--- config.mk ---
export PLATFORM = sky130hd
export DESIGN_NAME = ftsd_scan_sched
export DESIGN_NICKNAME = d
export VERILOG_FILES = /design/src/rtl/ftsd_scan_sched.sv
export SDC_FILE = /design/constraint.sdc
export NUM_CORES = 1
export LEC_CHECK = 0
export CAP_MARGIN = 25
export CORE_ASPECT_RATIO = 0.7
export CORE_MARGIN = 10
export CORE_UTILIZATION = 56
export CTS_BUF_LIST = sky130_fd_sc_hd__clkbuf_16
export DETAILED_ROUTE_END_ITERATION = 10
export GPL_TIMING_DRIVEN = 0
export PLACE_DENSITY = 0.81
export SLEW_MARGIN = 10
export SYNTH_ARGS = -nofsm -noshare
export SYNTH_HDL_FRONTEND = slang
export SYNTH_SLANG_ARGS = --single-unit
--- constraint.sdc ---
create_clock -name clk -period 5.1 [get_ports clk]
set_clock_uncertainty 0.1 [all_clocks]
set_input_delay 0.765 -clock clk [delete_from_list [all_inputs] [get_ports clk]]
set_output_delay 0.765 -clock clk [all_outputs]
set_load 0.03 [all_outputs]
--- src/rtl/ftsd_scan_sched.sv ---
// Digit scan scheduler: prescaled 0..3 digit index, per-period blanking, frame-aligned shadow load.
// Registered outputs, one cycle behind the scan state; upd_req is a level held until the upd_ack pulse.
module ftsd_scan_sched #(
    parameter int DIV_W     = 16,
    parameter int BLANK_CYC = 4
) (
    input  logic       clk,
    input  logic       rst,
    input  logic [3:0] in0,
    input  logic [3:0] in1,
    input  logic [3:0] in2,
    input  logic [3:0] in3,
    input  logic [3:0] digit_en,
    input  logic       upd_req,
    output logic       upd_ack,
    output logic       frame_start,
    output logic [3:0] ftsd_ctl,
    output logic [3:0] ftsd_in
);
    typedef enum logic {ST_BLANK, ST_SHOW} state_t;

    localparam logic [DIV_W-1:0] CNT_MAX   = '1;
    localparam logic [DIV_W-1:0] BLANK_END = DIV_W'(BLANK_CYC);

    state_t           state_q, state_d;
    logic [DIV_W-1:0] cnt_q, cnt_d;
    logic [1:0]       idx_q, idx_d;
    logic [3:0][3:0]  sh_q, sh_d;
    logic [3:0]       ctl_q, ctl_d;
    logic [3:0]       dat_q, dat_d;
    logic             ack_q, ack_d;
    logic             fs_q, fs_d;
    logic             tick;
    logic             boundary;

    assign tick     = (cnt_q == CNT_MAX);
    assign boundary = tick && (idx_q == 2'd3);

    always_comb begin
        cnt_d   = cnt_q + 1'b1;
        idx_d   = tick ? idx_q + 2'd1 : idx_q;
        state_d = state_q;
        ctl_d   = 4'b1111;
        dat_d   = 4'b0000;
        fs_d    = boundary;
        ack_d   = boundary && upd_req;
        sh_d    = ack_d ? {in3, in2, in1, in0} : sh_q;

        if (state_q == ST_BLANK && cnt_q == BLANK_END)
            state_d = ST_SHOW;
        // A tick always restarts the period, overriding the blank-end exit.
        if (tick)
            state_d = (BLANK_CYC > 0) ? ST_BLANK : ST_SHOW;

        if (state_q == ST_SHOW && digit_en[idx_q]) begin
            ctl_d = ~(4'b1000 >> idx_q);
            dat_d = sh_q[idx_q];
        end
    end

    always_ff @(posedge clk) begin
        if (rst) begin
            state_q <= ST_BLANK;
            cnt_q   <= '0;
            idx_q   <= 2'd0;
            sh_q    <= '0;
            ctl_q   <= 4'b1111;
            dat_q   <= 4'b0000;
            ack_q   <= 1'b0;
            fs_q    <= 1'b0;
        end else begin
            state_q <= state_d;
            cnt_q   <= cnt_d;
            idx_q   <= idx_d;
            sh_q    <= sh_d;
            ctl_q   <= ctl_d;
            dat_q   <= dat_d;
            ack_q   <= ack_d;
            fs_q    <= fs_d;
        end
    end

    assign ftsd_ctl    = ctl_q;
    assign ftsd_in     = dat_q;
    assign upd_ack     = ack_q;
    assign frame_start = fs_q;
endmodule

==> flow_summary_export.csv, run 1 <==
group,metric,value,unit
detailed_routing,drtPass1Iterations,4,
grt,antenna_found_initial,0,
die,fp.dieArea,6490,um^2
yosys,synth_flop_cell,"dfxtp_1",
clock_network,ctsHoldBuffers,0,
grt,grt_use_met2,21.1,%
critical_path,cp_max_fo,10,
detailed_routing,drtAntennaViolNets,0,
hold_path,hold_class,"reg2reg",
yosys,synth.avg_cell_area,9.57,um^2
grt,track_usage,14.2,%
sta,rsz0062_at_grt,"no",
power_and_ir_drop,leakage,0.857,nW
yosys,yosys.area.top_type,"dfxtp_1",
hold_path,min_path_cells,2,
placed_design,portBuffers,32,
sta,fmax,0.439,GHz
clock_network,clockBufferDepth,2,
detailed_routing,drcViolationCount,0,
detailed_routing,routed_wl,4.60,mm
yosys,syn-num-nets,242,
grt,grt_pass1_wl,7.65,mm
yosys,yosysSeqAreaShare,44.2,%
yosys,syn_inst,213,
critical_path,start_kind,"primary input",
die,die_h,70.5,um
critical_path,required,5.14,ns
run,maxCapViolations,0,
clock_network,postCtsSetupBuffers,0,
yosys,synth_top_area_share,44.2,%
clock_network,clkTransAtPathRegs,0.06,ns
clock_network,cts_sinks,45,
detailed_routing,drtIter0Drc,104,
sta,maxSlewViolCount,0,
detailed_routing,via_count,1681,
grt,gr-total-overflow,0,
yosys,ys_top_cells_by_count,"45 x dfxtp_1, 21 x a21oi_1, 21 x nand3_1",
final_layout,final_util,72.8,%
clock_network,cts_resized,0,
sta,setup_violations,0,
yosys,async_flop_share,0,%
final_layout,n_antenna_cell,0,
grt,grt_max_degree,14,
yosys,synth_most_common_cell,"dfxtp_1",
run_status,status,"finished, final reports clean",
clock_network,clockRootBuffer,"clkbuf_16",
yosys,ys_types,43,
clock_network,insertion_delay,0.28,ns
grt,met1_usage,19.4,%
yosys,synth-seq-cells,45,
die,rows,18,
grt,grt_pass1_vias,1595,
yosys,syn-cell-area,2040,um^2
power_and_ir_drop,peakVddDrop,0.000207,V
critical_path,r2r_cells,7,
final_layout,drive_gt1_share,11.5,%
die,core_area,3510,um^2
final_layout,area_growth,25.5,%
critical_path,crit_type,"in2reg",
sta,maxSlewHeadroom,64.4,%
sta,worst_pin_slew,0.534,ns
placed_design,globalplace.congestion,0.799,
critical_path,endpoint_kind,"flip-flop",
detailed_routing,wl_per_cell,15.2,um
yosys,synth_area_leaders,"dfxtp_1 44%, a21oi_1 5.2%, nand3_1 5.2%",
die,die_width,92.1,um
grt,met3_usage,4.16,%
power_and_ir_drop,power_per_cell_area,271,nW/um^2
placed_design,hpwlAfterDp,3.33,mm
final_layout,nets,281,
sta,setup_tns,0,ns
sta,finalHoldViolCount,0,
critical_path,cp_data_arrival_time,2.32,ns
clock_network,numCtsBuffers,5,
sta,period_share,44.7,%
die,ioPinCount,33,
detailed_routing,viasPerCell,5.57,
die,start_util,58.0,%
sta,final.min_clock_period,2.28,ns
yosys,yosysWarnings,0,
clock_network,cts_max_level,2,
clock_network,cts_tree,"yes",
yosys,synth-edff-count,0,
grt,top_usage_layer,"met2",
==> routing by layer <==
layer,wire [um],up-vias
li1,-,839
met1,2290,780
met2,2020,57
met3,247,5
met4,36,0
met5,0,-
==> registers in the layout, summed over array words and instances (netlist names) <==
signal       flops
ftsd_ctl         4
ftsd_in          4
cnt_q           16
state_q          1
upd_ack          1
sh_q            16
idx_q            2
frame_start      1
==> power breakdown <==
group          internal (mW)  total [mW]  leakage [nW]  switching (mW)
combinational         0.0202      0.0337         0.431          0.0135
sequential             0.354       0.357         0.363         0.00290
clock                  0.177       0.302        0.0633           0.125
total                  0.551       0.692         0.857           0.141
==> cell usage in the layout, fill, tap and decap left out, types with 2 or more instances in the layout <==
cell / count
nor3_1: 3
ha_1: 6
nand3_4: 2
nand3_1: 21
xnor2_1: 5
a21oi_1: 21
and2_1: 4
inv_1: 7
nor2b_1: 3
o21ai_0: 16
nor3b_1: 2
xor2_1: 5
clkbuf_1: 5
clkdlybuf4s50_1: 32
buf_6: 2
nor4_1: 4
nor2_1: 14
nand3_2: 3
nand2_1: 9
clkbuf_16: 5
o21ai_1: 4
and4_1: 2
dfxtp_1: 45
mux4_2: 4
or3_1: 3
nand4_1: 4
==> logic make-up after synthesis <==
| logic type | count (synthesis) | synth area share, % |
|---|---|---|
| XOR/XNOR | 10 | 4.30 |
| multiplexers | 6 | 5.65 |
| flip-flops | 45 | 44.2 |
| buffers and inverters | 19 | 4.73 |
| adder cells (fa/ha/maj) | 6 | 3.68 |
| AND/OR/NAND/NOR | 82 | 24.8 |
| AO/OA/AOI/OAI | 45 | 12.6 |
==> critical path: stages <==
cell             delay (ns)
clkdlybuf4s50_1        0.58
clkbuf_1               0.39
clkbuf_1               0.48
a21oi_1                0.09
==> through the flow <==
step	power (mW)	std cells	hold slack [ns]	area [um^2]	setup WS, ns
4_1_cts	0.696	302	0.373	2560	2.83
6_report	0.692	302	0.374	2560	2.82
3_5_place_dp	0.398	295	0.363	2420	2.57
2_1_floorplan	0.376	213	0.341	2040	3.39
5_1_grt	0.708	302	0.404	2560	2.70
3_3_place_gp	0.398	295	0.358	2420	2.57
==> area by class of cell <==
| type | instances | area [um^2] |
|---|---|---|
| clock inverter | 2 | 11.3 |
| sequential | 45 | 901 |
| clock buffer | 5 | 125 |
| tap | 50 | 62.6 |
| multi-input combinational | 149 | 1040 |
| inverter | 7 | 26.3 |
| timing repair buffer | 32 | 320 |
| fill | 276 | 956 |
| buffer | 12 | 70.1 |
==> path summary, 6_finish.rpt <==
check                                     startpoint                    to  slack (ns)
worst max-delay path                             rst  sh_q[5]$_SDFFE_PP0P_        2.82
worst min-delay path            sh_q[7]$_SDFFE_PP0P_  sh_q[7]$_SDFFE_PP0P_        0.37
worst max register to register   cnt_q[0]$_SDFF_PP0_  sh_q[5]$_SDFFE_PP0P_        3.04
worst min register to register  sh_q[7]$_SDFFE_PP0P_  sh_q[7]$_SDFFE_PP0P_        0.37
Note: power is estimated with default switching activity, not from simulation.
==> inputs of run 2 (changes only) <==
--- a/config.mk
+++ b/config.mk
@@ -8,11 +8,11 @@
 export CAP_MARGIN = 25
 export CORE_ASPECT_RATIO = 0.7
 export CORE_MARGIN = 10
-export CORE_UTILIZATION = 56
+export CORE_UTILIZATION = 52
 export CTS_BUF_LIST = sky130_fd_sc_hd__clkbuf_16
 export DETAILED_ROUTE_END_ITERATION = 10
 export GPL_TIMING_DRIVEN = 0
-export PLACE_DENSITY = 0.81
+export PLACE_DENSITY = 0.76
 export SLEW_MARGIN = 10
 export SYNTH_ARGS = -nofsm -noshare
 export SYNTH_HDL_FRONTEND = slang
==> constraint.sdc (replaced) <==
create_clock -name clk -period 2.2 [get_ports clk]
set_clock_uncertainty 0.1 [all_clocks]
set_input_delay 0.33 -clock clk [delete_from_list [all_inputs] [get_ports clk]]
set_output_delay 0.33 -clock clk [all_outputs]
set_load 0.03 [all_outputs]
==> run 2 against run 1 <==
Net effect: final cell count down 0.33%; setup slack lost 2.6 ns; non-clock buffer count did not move; via count down 2.0%; die area increased by 5.7%; core utilization is 2.9 points lower; wire length increased by 1.7%; global-route usage up 0.39 points; count of clock-buffer cells in the layout unchanged; sequential power rose by 130%; clock power up 130%.
==> flow_summary_export.csv, run 2 (synthesis gave the netlist of run 1 again) <==
group,metric,value,unit
clock_network,ctsHoldBuffers,0,
detailed_routing,drtPass1Iterations,4,
final_layout,nets,281,
placed_design,globalplace.congestion,0.780,
clock_network,cts_tree,"yes",
grt,gr-total-overflow,0,
critical_path,crit_type,"reg2reg",
detailed_routing,wl_per_cell,15.5,um
hold_path,hold_class,"reg2reg",
detailed_routing,viasPerCell,5.48,
final_layout,final_util,69.9,%
detailed_routing,routed_wl,4.67,mm
placed_design,post-place-ws,0.0859,ns
critical_path,cpPeakStageDelay,0.40,ns
die,die_width,94.8,um
clock_network,clkTransAtPathRegs,0.06,ns
sta,maxSlewHeadroom,64.8,%
clock_network,cts_sinks,45,
placed_design,hpwlAfterDp,3.45,mm
die,rows,18,
clock_network,cts_resized,0,
final_layout,largestRegisters,"cnt_q x16, sh_q x16",
sta,setup_tns,0,ns
critical_path,cp_max_fo,10,
final_layout,fin_cells,301,
placed_design,portBuffers,32,
detailed_routing,drtAntennaViolNets,0,
detailed_routing,drcViolationCount,0,
power_and_ir_drop,power_per_cell_area,626,nW/um^2
critical_path,endpoint_kind,"flip-flop",
critical_path,start_kind,"flip-flop",
sta,worst_slack,0.236,ns
critical_path,cp_data_arrival_time,2.01,ns
sta,final.min_clock_period,1.96,ns
grt,track_usage,14.6,%
critical_path,slowest_stage,"dfxtp_1",
sta,setup_violations,0,
clock_network,postCtsSetupBuffers,0,
die,start_util,55.9,%
clock_network,cts_max_level,2,
detailed_routing,drtIter0Drc,95,
placed_design,dpl.cell_count,295,
clock_network,clockRootBuffer,"clkbuf_16",
final_layout,drive_gt1_share,11.6,%
die,die_h,72.4,um
clock_network,numCtsBuffers,5,
grt,grt_max_degree,13,
die,fp.dieArea,6860,um^2
grt,antenna_found_initial,0,
final_layout,area_growth,25.2,%
clock_network,insertion_delay,0.28,ns
sta,period_share,89.3,%
die,core_area,3650,um^2
run_status,status,"finished, final reports clean",
power_and_ir_drop,leakage,0.860,nW
critical_path,crit_family,"buffers and inverters",
final_layout,final_common_cell,"dfxtp_1",
critical_path,crit_chain,"ha_1 > and4_1 > clkbuf_4 > nand3_2 > clkbuf_1 > o21ai_0 > a21oi_1",
sta,fmax,0.509,GHz
sta,maxSlewViolCount,0,
grt,grt_pass1_wl,7.89,mm
clock_network,clockBufferDepth,2,
sta,worst_pin_slew,0.528,ns
critical_path,required,2.24,ns
sta,finalHoldViolCount,0,
grt,grt_pass1_vias,1669,
final_layout,mostFrequentLayoutCells,"45 x dfxtp_1, 32 x clkdlybuf4s50_1, 21 x nand3_1, 21 x a21oi_1, 16 x o21ai_0",
die,ioPinCount,33,
detailed_routing,via_count,1648,
power_and_ir_drop,peakVddDrop,0.000461,V
run,maxCapViolations,0,
final_layout,n_antenna_cell,0,
critical_path,critPathBufInv,2,
sta,rsz0062_at_grt,"no",
## run 2: path summary, 6_finish.rpt
kind / from / endpoint / slack, ns / cells after the start
setup / recovery: cnt_q[0]$_SDFF_PP0_ / sh_q[4]$_SDFFE_PP0P_ / 0.24 / 7
hold / removal: sh_q[9]$_SDFFE_PP0P_ / sh_q[9]$_SDFFE_PP0P_ / 0.38 / 2
hold reg to reg: sh_q[9]$_SDFFE_PP0P_ / sh_q[9]$_SDFFE_PP0P_ / 0.38 / 2
setup reg to reg: cnt_q[0]$_SDFF_PP0_ / sh_q[4]$_SDFFE_PP0P_ / 0.24 / 7
## run 2: worst reg2reg max path, stage by stage (launching register included)
cell	delay [ns]
dfxtp_1	0.40
ha_1	0.26
and4_1	0.19
clkbuf_4	0.18
nand3_2	0.15
clkbuf_1	0.25
o21ai_0	0.20
a21oi_1	0.09
## run 2: final cells by class
class | count | area (um^2)
plain buffers | 12 | 70.1
clock buffers | 5 | 125
clock inverters | 1 | 5.00
fillers | 290 | 1100
inverters | 7 | 26.3
multi-input cells | 149 | 1040
flip-flops and latches | 45 | 901
well taps | 50 | 62.6
repair buffers | 32 | 320
## run 2: power by group
part | internal [mW] | total (mW) | switching [mW]
Sequential | 0.821 | 0.828 | 0.00687
Combinational | 0.0474 | 0.0800 | 0.0326
Clock | 0.405 | 0.689 | 0.284
Total | 1.27 | 1.60 | 0.323
## run 2: per-layer routing
| metal | share of wire, % | up-vias | global-route usage [%] | wire (um) |
|---|---|---|---|---|
| li1 | - | 833 | - | - |
| met1 | 47 | 763 | 18.7 | 2200 |
| met2 | 44 | 46 | 22.0 | 2080 |
| met3 | 6.9 | 6 | 4.42 | 321 |
| met4 | 1.6 | 0 | 6.29 | 74 |
| met5 | 0 | - | 0 | 0 |
## run 2: per-stage QoR
step	total power [mW]	hold WS (ns)	instance area, um^2
after floorplan	0.872	0.337	2040
after global placement	0.923	0.356	2420
after detailed placement	0.925	0.363	2420
after CTS	1.61	0.377	2550
after global routing	1.65	0.412	2550
final	1.60	0.379	2550
